===== config.mk =====
export PLATFORM = sky130hd
export DESIGN_NAME = npu_stream_loader_flat
export DESIGN_NICKNAME = d
export VERILOG_FILES = /design/src/rtl/npu_stream_loader_if.sv /design/src/rtl/npu_stream_loader.sv /design/src/flat_wrapper.sv
export SDC_FILE = /design/constraint.sdc
export NUM_CORES = 1
export LEC_CHECK = 0
export ABC_AREA = 1
export BUFFER_PORTS_ARGS = -buffer_cell sky130_fd_sc_hd__buf_2
export CAP_MARGIN = 20
export CORE_MARGIN = 2
export CORE_UTILIZATION = 50
export DETAILED_ROUTE_END_ITERATION = 10
export GPL_TIMING_DRIVEN = 0
export MAX_ROUTING_LAYER = met4
export PLACE_DENSITY_LB_ADDON = 0.3
export SKIP_CTS_REPAIR_TIMING = 1
export SLEW_MARGIN = 30
export SYNTH_ARGS = -nofsm -noshare
export SYNTH_HDL_FRONTEND = slang
export SYNTH_SLANG_ARGS = --single-unit

===== constraint.sdc =====
create_clock -name clk -period 2.3 [get_ports clk]
set_clock_uncertainty 0.15 [all_clocks]
set_input_delay 0.23 -clock clk [delete_from_list [all_inputs] [get_ports clk]]
set_output_delay 0.23 -clock clk [all_outputs]
set_load 0.03 [all_outputs]

===== src/rtl/npu_stream_loader_if.sv =====
// Host-write and memory-write bundle for npu_stream_loader.
//   Host side : wr_valid, writedata (to loader); wr_ready (from loader)
//   Image RAM : img_we (per bank), img_addr (shared), img_wdata (bank k at [k*BYTE_W +: BYTE_W])
//   Weight RAM: wgt_we, wgt_addr, wgt_wdata
// master = host/bench side, slave = loader side.
interface npu_stream_loader_if #(
  parameter int DATA_W    = 32,
  parameter int BYTE_W    = 8,
  parameter int NUM_BANKS = 4,
  parameter int ADDR_W    = 16
);
  logic                        wr_valid;
  logic [DATA_W-1:0]           writedata;
  logic                        wr_ready;
  logic [NUM_BANKS-1:0]        img_we;
  logic [ADDR_W-1:0]           img_addr;
  logic [NUM_BANKS*BYTE_W-1:0] img_wdata;
  logic                        wgt_we;
  logic [ADDR_W-1:0]           wgt_addr;
  logic [BYTE_W-1:0]           wgt_wdata;

  modport master (
    output wr_valid, writedata,
    input  wr_ready, img_we, img_addr, img_wdata, wgt_we, wgt_addr, wgt_wdata
  );

  modport slave (
    input  wr_valid, writedata,
    output wr_ready, img_we, img_addr, img_wdata, wgt_we, wgt_addr, wgt_wdata
  );
endinterface


===== src/rtl/npu_stream_loader.sv =====
// npu_stream_loader: writes the host writedata stream into the NPU image banks
// and weight RAM ahead of compute.
//   clk, reset   : rising-edge clock, synchronous active-high reset
//   control_reg  : [1:0] mode (0/2 idle/clear, 1 full load, 3 weights-only)
//   bus (slave)  : host handshake plus registered image/weight RAM write ports
//   load_done    : load finished, compute may start
//   err_overflow : sticky, host wrote after the load had finished
// An image beat is unpacked MSB-first: bank 0 receives the top byte of writedata.
// A weight beat carries one byte in writedata[BYTE_W-1:0].
module npu_stream_loader #(
  parameter int DATA_W    = 32,
  parameter int BYTE_W    = 8,
  parameter int NUM_BANKS = 4,
  parameter int IMG_WORDS = 224,
  parameter int WGT_BYTES = 37630,
  parameter int ADDR_W    = 16
) (
  input  logic                 clk,
  input  logic                 reset,
  input  logic [31:0]          control_reg,
  npu_stream_loader_if.slave   bus,
  output logic                 load_done,
  output logic                 err_overflow
);

  localparam logic [ADDR_W-1:0] IMG_LAST = ADDR_W'(IMG_WORDS - 1);
  localparam logic [ADDR_W-1:0] WGT_LAST = ADDR_W'(WGT_BYTES - 1);

  typedef enum logic [1:0] {
    IDLE,
    LOAD_IMG,
    LOAD_WGT,
    DONE
  } state_t;

  state_t state, state_nx;

  logic [ADDR_W-1:0]           img_cnt, img_cnt_nx;
  logic [ADDR_W-1:0]           wgt_cnt, wgt_cnt_nx;
  logic [NUM_BANKS-1:0]        img_we_nx;
  logic [ADDR_W-1:0]           img_addr_nx;
  logic [NUM_BANKS*BYTE_W-1:0] img_wdata_nx;
  logic                        wgt_we_nx;
  logic [ADDR_W-1:0]           wgt_addr_nx;
  logic [BYTE_W-1:0]           wgt_wdata_nx;
  logic                        load_done_nx;
  logic                        err_overflow_nx;

  logic [1:0] mode;
  logic       stop;
  logic       beat;
  logic       unused_ctrl;

  assign mode        = control_reg[1:0];
  // Modes 0 and 2 both mean idle: abort a load or clear a finished one.
  assign stop        = ~mode[0];
  assign beat        = bus.wr_valid & bus.wr_ready;
  assign unused_ctrl = ^control_reg[31:2];

  always_comb begin
    state_nx        = state;
    img_cnt_nx      = img_cnt;
    wgt_cnt_nx      = wgt_cnt;
    img_we_nx       = '0;
    img_addr_nx     = bus.img_addr;
    img_wdata_nx    = bus.img_wdata;
    wgt_we_nx       = 1'b0;
    wgt_addr_nx     = bus.wgt_addr;
    wgt_wdata_nx    = bus.wgt_wdata;
    load_done_nx    = load_done;
    err_overflow_nx = err_overflow;
    bus.wr_ready    = 1'b0;

    unique case (state)
      IDLE: begin
        img_cnt_nx = '0;
        wgt_cnt_nx = '0;
        if (mode == 2'd1) begin
          state_nx = LOAD_IMG;
        end else if (mode == 2'd3) begin
          state_nx = LOAD_WGT;
        end
      end

      LOAD_IMG: begin
        bus.wr_ready = 1'b1;
        if (beat) begin
          img_we_nx   = '1;
          img_addr_nx = img_cnt;
          for (int unsigned k = 0; k < NUM_BANKS; k++) begin
            img_wdata_nx[k*BYTE_W +: BYTE_W] = bus.writedata[DATA_W-1-k*BYTE_W -: BYTE_W];
          end
          if (img_cnt == IMG_LAST) begin
            img_cnt_nx = '0;
            wgt_cnt_nx = '0;
            state_nx   = LOAD_WGT;
          end else begin
            img_cnt_nx = img_cnt + ADDR_W'(1);
          end
        end
        // Abort overrides the beat's state advance; the beat itself is still written.
        if (stop) begin
          img_cnt_nx = '0;
          wgt_cnt_nx = '0;
          state_nx   = IDLE;
        end
      end

      LOAD_WGT: begin
        bus.wr_ready = 1'b1;
        if (beat) begin
          wgt_we_nx    = 1'b1;
          wgt_addr_nx  = wgt_cnt;
          wgt_wdata_nx = bus.writedata[BYTE_W-1:0];
          if (wgt_cnt == WGT_LAST) begin
            wgt_cnt_nx = '0;
            state_nx   = DONE;
          end else begin
            wgt_cnt_nx = wgt_cnt + ADDR_W'(1);
          end
        end
        if (stop) begin
          img_cnt_nx = '0;
          wgt_cnt_nx = '0;
          state_nx   = IDLE;
        end
      end

      DONE: begin
        // Registered, so load_done rises one cycle after the last wgt_we cycle.
        load_done_nx = 1'b1;
        if (bus.wr_valid) begin
          err_overflow_nx = 1'b1;
        end
        if (stop) begin
          load_done_nx    = 1'b0;
          err_overflow_nx = 1'b0;
          state_nx        = IDLE;
        end
      end

      default: begin
        state_nx = IDLE;
      end
    endcase
  end

  always_ff @(posedge clk) begin
    if (reset) begin
      state         <= IDLE;
      img_cnt       <= '0;
      wgt_cnt       <= '0;
      bus.img_we    <= '0;
      bus.img_addr  <= '0;
      bus.img_wdata <= '0;
      bus.wgt_we    <= 1'b0;
      bus.wgt_addr  <= '0;
      bus.wgt_wdata <= '0;
      load_done     <= 1'b0;
      err_overflow  <= 1'b0;
    end else begin
      state         <= state_nx;
      img_cnt       <= img_cnt_nx;
      wgt_cnt       <= wgt_cnt_nx;
      bus.img_we    <= img_we_nx;
      bus.img_addr  <= img_addr_nx;
      bus.img_wdata <= img_wdata_nx;
      bus.wgt_we    <= wgt_we_nx;
      bus.wgt_addr  <= wgt_addr_nx;
      bus.wgt_wdata <= wgt_wdata_nx;
      load_done     <= load_done_nx;
      err_overflow  <= err_overflow_nx;
    end
  end

endmodule


===== src/flat_wrapper.sv =====
// flat-port wrapper written by rule: the top's interface ports become plain ports
module npu_stream_loader_flat 
#(
  parameter int DATA_W    = 32,
  parameter int BYTE_W    = 8,
  parameter int NUM_BANKS = 4,
  parameter int IMG_WORDS = 224,
  parameter int WGT_BYTES = 37630,
  parameter int ADDR_W    = 16
)
  (clk, reset, control_reg, load_done, err_overflow, bus_wr_valid, bus_writedata, bus_wr_ready, bus_img_we, bus_img_addr, bus_img_wdata, bus_wgt_we, bus_wgt_addr, bus_wgt_wdata);
  npu_stream_loader_if #(.DATA_W(DATA_W), .BYTE_W(BYTE_W), .NUM_BANKS(NUM_BANKS), .ADDR_W(ADDR_W)) bus_i ();
  input  logic clk;
  input  logic reset;
  input  logic [31:0] control_reg;
  output logic load_done;
  output logic err_overflow;
  input wire logic [$bits(bus_i.wr_valid)-1:0] bus_wr_valid;
  input wire logic [$bits(bus_i.writedata)-1:0] bus_writedata;
  output wire logic [$bits(bus_i.wr_ready)-1:0] bus_wr_ready;
  output wire logic [$bits(bus_i.img_we)-1:0] bus_img_we;
  output wire logic [$bits(bus_i.img_addr)-1:0] bus_img_addr;
  output wire logic [$bits(bus_i.img_wdata)-1:0] bus_img_wdata;
  output wire logic [$bits(bus_i.wgt_we)-1:0] bus_wgt_we;
  output wire logic [$bits(bus_i.wgt_addr)-1:0] bus_wgt_addr;
  output wire logic [$bits(bus_i.wgt_wdata)-1:0] bus_wgt_wdata;
  assign bus_i.wr_valid = bus_wr_valid;
  assign bus_i.writedata = bus_writedata;
  assign bus_wr_ready = bus_i.wr_ready;
  assign bus_img_we = bus_i.img_we;
  assign bus_img_addr = bus_i.img_addr;
  assign bus_img_wdata = bus_i.img_wdata;
  assign bus_wgt_we = bus_i.wgt_we;
  assign bus_wgt_addr = bus_i.wgt_addr;
  assign bus_wgt_wdata = bus_i.wgt_wdata;
  npu_stream_loader #(.DATA_W(DATA_W), .BYTE_W(BYTE_W), .NUM_BANKS(NUM_BANKS), .IMG_WORDS(IMG_WORDS), .WGT_BYTES(WGT_BYTES), .ADDR_W(ADDR_W)) u_core (.clk(clk), .reset(reset), .control_reg(control_reg), .bus(bus_i), .load_done(load_done), .err_overflow(err_overflow));
endmodule

======== Yosys cells after proc, flatten, opt, wreduce, memory -nomap -nowiden ========
Cells that the tools add are included.
word-level totals
  flip-flop bits (word level) ............. 113
  bits of input ports ..................... 67
  output and inout port bits .............. 80
operators by class
  $add $sub $neg .......................... 2
  equality and inequality tests ........... 15
  multiplexer cells ....................... 28
  bitwise logic cells ..................... 3
  reductions and logical operators ........ 11
operators with widths
  kind                                                                    count
  16-bit 2-to-1 mux                                                       10
  16-bit one-hot mux with 3 select lines                                  2
  16-bit by 1-bit adder with 16-bit output, second input constant         2
  2-bit 2-to-1 mux                                                        9
  16-bit equality test, second input constant                             1
  16-bit by 8-bit equality test with 1-bit output, second input constant  1
  3-bit by 2-bit != test with 1-bit output, second input constant         4
  2-bit one-hot mux with 4 select lines                                   1
  2-bit equality test, second input constant                              3
  2-bit AND reduction                                                     3
  6-bit AND reduction                                                     1
  2-bit OR reduction                                                      3
  1-bit 2-to-1 mux                                                        5
  2-bit by 1-bit equality test with 1-bit output, second input constant   2
  4-bit 2-to-1 mux                                                        1
  2-bit != test, second input constant                                    2
  4-bit AND reduction                                                     1
  3-bit by 1-bit != test with 1-bit output, second input constant         1
  3-bit AND reduction                                                     1
  3-bit nonzero test                                                      1
  2-bit zero test                                                         1
  2-bit by 1-bit != test with 1-bit output, second input constant         1
  1-bit NOT                                                               2
  1-bit AND                                                               1

======== Logic depth before layout (Yosys ltp) ========
Gate-level depths: netlist (run 1).
  word-level depth ........................ 7
  gate-level depth with buffers ........... 12
  depth with buffers taken out ............ 12

======== Worst setup path after synthesis (run 1) ========
Ideal clock, no wire load.
  path type ............................... flip-flop to flip-flop
  from .................................... reg u_core.state[0]
  to ...................................... reg u_core.img_cnt[0]
  library setup time ...................... 0.070 ns
  arrival time ............................ 1.824 ns
  data required time ...................... 2.080 ns
  setup slack ............................. 0.256 ns
  stages on the path, launching flop included .. 9
  buffers on the path ..................... 1
  path through ............................ dfxtp_1 -> inv_1 -> ha_1 -> nand2_1 -> nand2_2 -> nand3_1 -> buf_4 -> or2_2 -> a21oi_1
on the way
  cells in the longest elaborated chain, start to end .. 6
ends and longest elaborated chain
  item                                                                                   RTL line                  source
  start, declared                                                                        npu_stream_loader.sv:36   state_t state, state_nx;
  start signal, assigned                                                                 npu_stream_loader.sv:162  state <= state_nx;
  2-bit by 1-bit equality test with 1-bit output or 2-bit equality test (tied branches)  npu_stream_loader.sv:74   unique case (state)
  2-bit OR reduction (no source line) (*)                                                --
  1-bit 2-to-1 mux (*)                                                                   npu_stream_loader.sv:74
  net bus_wr_ready                                                                       flat_wrapper.sv:20        output wire logic [$bits(bus_i.wr_ready)-1:0] bus_wr_ready;
  1-bit AND (*)                                                                          npu_stream_loader.sv:57   assign beat = bus.wr_valid & bus.wr_ready;
  3-bit by 2-bit != test with 1-bit output (no source line) (*)                          --
  3-bit AND reduction (no source line) (*)                                               --
  end signal, assigned                                                                   npu_stream_loader.sv:163  img_cnt <= img_cnt_nx;
  end, declared                                                                          npu_stream_loader.sv:38   logic [ADDR_W-1:0] img_cnt, img_cnt_nx;
Mark *: on every way through the listed nets, which the timed path passes. The rest lies on a longest branch.
A chain may end at the register's enable or synchronous reset.

======== Worst setup path after layout (run 1) ========
  from .................................... reg u_core.state[0]
  to ...................................... reg u_core.wgt_cnt[2]
on the way
  cells in the longest elaborated chain, start to end .. 6
ends and longest elaborated chain
  item                                                                                   RTL line                  source
  2-bit by 1-bit equality test with 1-bit output or 2-bit equality test (tied branches)  npu_stream_loader.sv:74
  2-bit OR reduction (no source line)                                                    --
  1-bit 2-to-1 mux                                                                       npu_stream_loader.sv:74
  1-bit AND                                                                              npu_stream_loader.sv:57
  3-bit by 2-bit != test with 1-bit output (no source line)                              --
  4-bit AND reduction (no source line)                                                   --
  end signal, assigned                                                                   npu_stream_loader.sv:164  wgt_cnt <= wgt_cnt_nx;
  end, declared                                                                          npu_stream_loader.sv:39   logic [ADDR_W-1:0] wgt_cnt, wgt_cnt_nx;
Parallel ways exist; a longest one is shown, timed or not.

==> flow_metrics.py, run 1 <==
metrics = {
    "outcome": {
        "outcome": "finished with violations",
        "failed_checks": "hold timing",
    },
    "yosys": {
        "synth_area_um2": 4940,
        "netlist.top_cell.by_area": "dfxtp_1",
        "seq_total_area_yosys_pct": 44.6,
        "synth_area_leaders": "dfxtp_1 45%, nand2_1 11%, nand3_1 7.6%, a21oi_1 7.5%, nor2_1 7.0%",
        "synth.net_count": 770,
        "synth_cell_types": 33,
        "ys_seq_elements": 110,
        "synth_top_area_share_pct": 44.6,
        "syn-mean-instance-area_um2": 7.11,
        "synth_cells": 694,
        "ys_warn_count": 0,
    },
    "sta": {
        "finalHoldViolCount": 8,
        "fmax_mhz": 488,
        "grt_setup_unrepaired": "no",
        "final_period_util_pct": 89.1,
        "totalNegativeSetupSlack_ns": 0,
        "timing_worst_slew_pin_value_ns": 0.576,
        "slew_violations": 0,
        "relSlewSlack_pct": 61.6,
        "final_period_minus_worst_setup_slack_ns": 2.05,
        "setup_violations": 0,
        "hold_ws_ns": -0.0258,
    },
    "detailed_routing": {
        "drtPass1Iterations": 5,
        "drt-vias-per-instance": 5.21,
        "drt_drc_violations_left": 0,
        "routed_wl_um": 13200,
        "route.vias.total": 5089,
        "routed_wire_length_per_instance_um": 13.5,
        "detail-route-antenna-nets": 0,
        "initialDrtViolationCount": 402,
    },
    "worst_setup_path": {
        "regToRegStartpoint": "u_core.state[0]",
        "number_of_gates_on_the_worst_path_with_buffers_counted": 10,
        "reg2regPathDepth": 10,
        "startpoint_type": "flip-flop",
        "endpoint_kind": "flip-flop",
        "cp-startpoint": "u_core.state[0]",
        "path_max_fanout": 10,
        "worst_ep_required_time_ns": 2.41,
        "cp_num_buf_inv": 4,
        "cp_cell_sequence": "inv_1 -> ha_1 -> nand2_1 -> inv_2 -> nor2_1 -> inv_2 -> nand3_4 -> buf_6 -> o21ai_1 -> nor2_1",
        "cp_top_family": "buffers and inverters",
        "critical_path.max_stage_delay_ns": 0.39,
        "worst_setup_path_type": "reg2reg",
        "critPathArrivalTime_ns": 2.16,
        "critical_path.slowest_cell": "dfxtp_2",
    },
    "clock_tree": {
        "clock_tree_from_tritoncts": "done",
        "cts-root-buf": "clkbuf_8",
        "cts_num_sinks": 110,
        "cts_buffers": 9,
        "clock_latency_ns": 0.36,
        "htree_num_levels": 3,
        "cts_buffer_depth": 2,
        "worst_path_clk_slew_ns": 0.12,
    },
    "final_layout": {
        "syn_to_final_growth_pct": 23.3,
        "finish.instance_area_um2": 6090,
        "final_layout_size_suffix_gt1_share_pct": 21.3,
        "number_of_inserted_diodes": 0,
        "layout.filler_cells": 848,
        "final_net_count": 915,
    },
    "place": {
        "post_detailed_placement_cell_area_um2": 5680,
        "dp_hpwl_um": 9650,
        "place.gp.congestion": 0.955,
        "io_buffers": 115,
    },
    "pwr": {
        "power.total_mw": 5.62,
        "power.net_switching_mw": 2.32,
        "cellPowerDensity_nw_per_um2": 923,
        "share_seq_of_total_power_pct": 40.5,
        "vdd.ir_drop.worst_mv": 0.479,
        "sw_frac_of_total_pct": 41.3,
        "cellInternalPower_mw": 3.30,
        "pwr-share-clk_pct": 21.6,
        "p_comb_share_pct": 37.8,
        "power.leakage_nw": 2.68,
    },
    "die": {
        "die-area_um2": 10700,
        "core_area_um2": 9680,
        "rows": 36,
        "initial_utilization_pct": 51.0,
        "fp.dieW_um": 103,
        "die_y_um": 103,
        "io-pin-count": 147,
    },
    "min_path": {
        "hold_path_startpoint": "bus_writedata[21]",
        "hold_path_class": "in2reg",
        "min_path_cells": 3,
    },
    "global_routing": {
        "number_of_global_route_vias_before_repair": 4335,
        "globalRouteTotalUtil_pct": 23.6,
        "grt_start_max_net_pins": 21,
        "grt.overflow.total": 0,
        "grt_pass1_wl_um": 19600,
        "initial_antenna_violation_count": 0,
    },
    "job": {
        "cap_viol_max_count": 0,
    },
}
cells in the final DEF, fill, tap and decap left out, drive strengths merged, types with 2 or more instances in the layout:
cell           n
nand3         76
clkinv         3
a21oi         74
inv           65
ha             9
nor3b          3
nor2          97
xor2           4
nand2        158
o211ai         3
dfxtp        110
nand4         11
o21ai         32
dlygate4sd3   20
clkbuf        28
xnor2          2
buf          132
nor3           9
cells in the mapped netlist, drive strengths merged:
master	count
a21o	1
a21oi	74
a31oi	1
and2	1
buf	18
clkbuf	19
clkinv	1
dfxtp	110
ha	9
inv	62
nand2	158
nand3	76
nand4	11
nor2	97
nor3	9
nor3b	3
o211ai	3
o21a	1
o21ai	32
o31ai	1
or2	1
xnor2	2
xor2	4
sequential cells by signal (all words and copies together), names as in the netlist:
name,flops
u_core.bus.img_addr,16
u_core.bus.img_wdata,32
u_core.bus.img_we,1
u_core.bus.wgt_addr,16
u_core.bus.wgt_wdata,8
u_core.bus.wgt_we,1
u_core.err_overflow,1
u_core.img_cnt,16
u_core.load_done,1
u_core.state,2
u_core.wgt_cnt,16
worst min-delay path, delay by kind of cell:
kind	cells	cell delay (ns)
compound gates	1	0.06
simple gates	1	0.07
buf+inv	1	0.10
power by group through the flow:
stage / registers (mW) / logic (mW) / clock network, mW
after detailed placement: 2.31 / 2.08 / 0
after global placement: 2.30 / 2.04 / 0
after floorplan: 2.56 / 1.30 / 0
after global routing: 2.30 / 2.36 / 1.31
after CTS: 2.27 / 2.09 / 1.24
final: 2.28 / 2.12 / 1.22
stage by stage:
step / cells / setup WS, ns / util, %
2_1_floorplan: 694 / 0.256 / -
3_3_place_gp: 942 / 0.268 / 58.6
3_5_place_dp: 942 / 0.201 / 58.6
4_1_cts: 958 / 0.184 / 60.8
5_1_grt: 977 / 0.0655 / 62.9
6_report: 977 / 0.250 / 62.9
final cells by class:
| type | count | area (um^2) | share of cell area, % |
|---|---|---|---|
| timing repair buffer | 135 | 776 | 12.7 |
| tap | 133 | 166 | 2.73 |
| multi-input combinational | 484 | 2310 | 38.0 |
| clock buffer | 9 | 124 | 2.03 |
| inverter | 63 | 236 | 3.88 |
| clock inverter | 7 | 88.8 | 1.46 |
| sequential | 110 | 2200 | 36.2 |
| buffer | 36 | 181 | 2.98 |
layer usage:
| layer | global-route usage [%] | up-vias | wire length, um |
|---|---|---|---|
| met5 | - | - | 0 |
| met4 | 8.10 | 0 | 354 |
| met3 | 2.76 | 41 | 881 |
| met2 | 37.1 | 215 | 6070 |
| met1 | 31.7 | 2299 | 5910 |
| li1 | - | 2534 | - |
cells by family (layout without fill, tap and decap cells):
kind of cell | after synthesis | in the layout | share of synthesized area (%)
simple gates | 356 | 356 | 31.7
compound gates | 113 | 113 | 11.8
flops | 110 | 110 | 44.6
buf+inv | 100 | 250 | 8.57
fa+ha+maj | 9 | 9 | 2.28
xor+xnor | 6 | 6 | 1.06
path summary, 6_finish.rpt:
path	to	slack, ns
min	u_core.bus.img_wdata[13]	-0.03
min reg2reg	u_core.bus.img_addr[8]	0.31
max reg2reg	u_core.wgt_cnt[2]	0.25
max	u_core.wgt_cnt[2]	0.25
Note: power is estimated with default switching activity, not from simulation.
==> inputs of run 2 (changes only) <==
--- a/config.mk
+++ b/config.mk
@@ -9,7 +9,8 @@
 export BUFFER_PORTS_ARGS = -buffer_cell sky130_fd_sc_hd__buf_2
 export CAP_MARGIN = 20
 export CORE_MARGIN = 2
-export CORE_UTILIZATION = 50
+export CORE_UTILIZATION = 41
+export CTS_CLUSTER_DIAMETER = 100
 export DETAILED_ROUTE_END_ITERATION = 10
 export GPL_TIMING_DRIVEN = 0
 export MAX_ROUTING_LAYER = met4
==> flow_metrics.py, run 2 (synthesis gave the netlist of run 1 again) <==
metrics = {
    "detailed_routing": {
        "route.vias.total": 4849,
        "routed_wire_length_per_instance_um": 13.4,
        "drtPass1Iterations": 5,
        "drt_drc_violations_left": 0,
        "routed_wl_um": 13200,
        "initialDrtViolationCount": 397,
        "drt-vias-per-instance": 4.94,
        "detail-route-antenna-nets": 0,
    },
    "worst_setup_path": {
        "worst_ep_required_time_ns": 2.42,
        "critPathArrivalTime_ns": 2.19,
        "worst_setup_path_type": "reg2reg",
        "startpoint_type": "flip-flop",
        "reg2regPathDepth": 11,
        "path_max_fanout": 10,
        "endpoint_kind": "flip-flop",
    },
    "global_routing": {
        "number_of_global_route_vias_before_repair": 4277,
        "grt_start_max_net_pins": 20,
        "globalRouteTotalUtil_pct": 20.9,
        "initial_antenna_violation_count": 0,
        "grt_pass1_wl_um": 21200,
        "grt.overflow.total": 0,
    },
    "sta": {
        "relSlewSlack_pct": 61.8,
        "finalHoldViolCount": 10,
        "totalNegativeSetupSlack_ns": 0,
        "hold_ws_ns": -0.00615,
        "final_period_util_pct": 89.9,
        "fmax_mhz": 484,
        "grt_setup_unrepaired": "no",
        "slew_violations": 0,
        "timing_worst_slew_pin_value_ns": 0.573,
        "final_period_minus_worst_setup_slack_ns": 2.07,
        "postLayoutSetupSlackWorst_ns": 0.232,
        "setup_violations": 0,
    },
    "clock_tree": {
        "cts_buffers": 9,
        "worst_path_clk_slew_ns": 0.08,
        "htree_num_levels": 3,
        "cts_buffer_depth": 2,
        "clock_latency_ns": 0.35,
        "cts-root-buf": "clkbuf_16",
        "cts_num_sinks": 110,
        "clock_tree_from_tritoncts": "done",
    },
    "pwr": {
        "share_seq_of_total_power_pct": 38.4,
        "power.total_mw": 5.92,
        "cellPowerDensity_nw_per_um2": 973,
        "pwr-share-clk_pct": 25.7,
        "p_comb_share_pct": 35.9,
        "vdd.ir_drop.worst_mv": 0.372,
        "power.net_switching_mw": 2.40,
        "cellInternalPower_mw": 3.52,
        "sw_frac_of_total_pct": 40.6,
        "power.leakage_nw": 2.69,
    },
    "final_layout": {
        "layout_common_cells": "147 x nand2_1, 125 x buf_2, 110 x dfxtp_1",
        "finish.instance_area_um2": 6090,
        "syn_to_final_growth_pct": 23.3,
        "final_net_count": 906,
        "layout.cells.most_common": "nand2_1",
        "top_reg_by_flops": "u_core.bus.img_wdata",
        "number_of_inserted_diodes": 0,
        "largest_reg_flops": 32,
        "final_layout_size_suffix_gt1_share_pct": 21.6,
        "layout.filler_cells": 1165,
    },
    "die": {
        "initial_utilization_pct": 41.6,
        "die-area_um2": 12900,
        "io-pin-count": 147,
        "core_area_um2": 11900,
        "die_y_um": 114,
        "rows": 40,
        "fp.dieW_um": 114,
    },
    "place": {
        "io_buffers": 115,
        "dp_hpwl_um": 9550,
        "place.gp.congestion": 0.905,
        "post_detailed_placement_cell_area_um2": 5700,
        "place_worst_setup_slack_ns": 0.148,
    },
    "outcome": {
        "outcome": "finished with violations",
        "failed_checks": "hold timing",
    },
    "min_path": {
        "min_path_cells": 3,
        "hold_path_class": "in2reg",
    },
    "job": {
        "cap_viol_max_count": 0,
    },
}
==> run 2: cell types whose count changed in the layout (fill, tap and decap cells not counted), sizes merged <==
cell / change
clkbuf: +1
buf: +1
clkinvlp: -1
dlygate4sd3: -10
bufinv: -1
inv: -1
clkinv: +2
==> run 2: critical path: stages, from the launching register on <==
cell,delay (ns)
dfxtp_1,0.42
inv_1,0.11
ha_1,0.28
nand2_1,0.13
inv_2,0.07
nand2_2,0.08
nand3_1,0.10
buf_4,0.20
nor2_4,0.11
nand3_1,0.09
nand2_1,0.06
nor3b_1,0.19
==> run 2: path summary, 6_finish.rpt <==
check / from / endpoint / slack [ns]
worst max-delay path: u_core.state[1] / u_core.img_cnt[10] / 0.23
worst min-delay path: bus_writedata[8] / u_core.bus.img_wdata[16] / -0.006
worst max register to register: u_core.state[1] / u_core.img_cnt[10] / 0.23
worst min register to register: u_core.bus.img_wdata[21] / u_core.bus.img_wdata[21] / 0.31
==> run 2: power by group through the flow <==
stage	Clock (mW)	Combinational [mW]	Sequential, mW
global placement	0	2.10	2.31
detailed placement	0	2.10	2.31
CTS	1.55	2.11	2.27
finish	1.52	2.13	2.27
floorplan	0	1.30	2.56
global route	1.62	2.39	2.30
==> run 2: area by class of cell <==
cell class | instances | area [um^2] | area share (%)
plain buffers | 36 | 184 | 3.02
clock buffers | 10 | 229 | 3.76
clock inverters | 6 | 56.3 | 0.925
inverters | 63 | 236 | 3.89
multi-input cells | 484 | 2310 | 38.0
flip-flops and latches | 110 | 2200 | 36.2
well taps | 147 | 184 | 3.02
repair buffers | 126 | 683 | 11.2
==> run 2: per-stage QoR <==
| step | util, % | cells |
|---|---|---|
| 2_1_floorplan | - | 694 |
| 3_3_place_gp | 48.0 | 956 |
| 3_5_place_dp | 48.0 | 956 |
| 4_1_cts | 50.4 | 972 |
| 5_1_grt | 51.3 | 982 |
| 6_report | 51.3 | 982 |
==> run 2: layer usage <==
layer  wire, um  up-vias  track usage, %
li1           -     2518               -
met1       6560     2187            29.5
met2       5850      127            31.0
met3        582       17            3.88
met4        177        0            5.69
met5          0        -               -
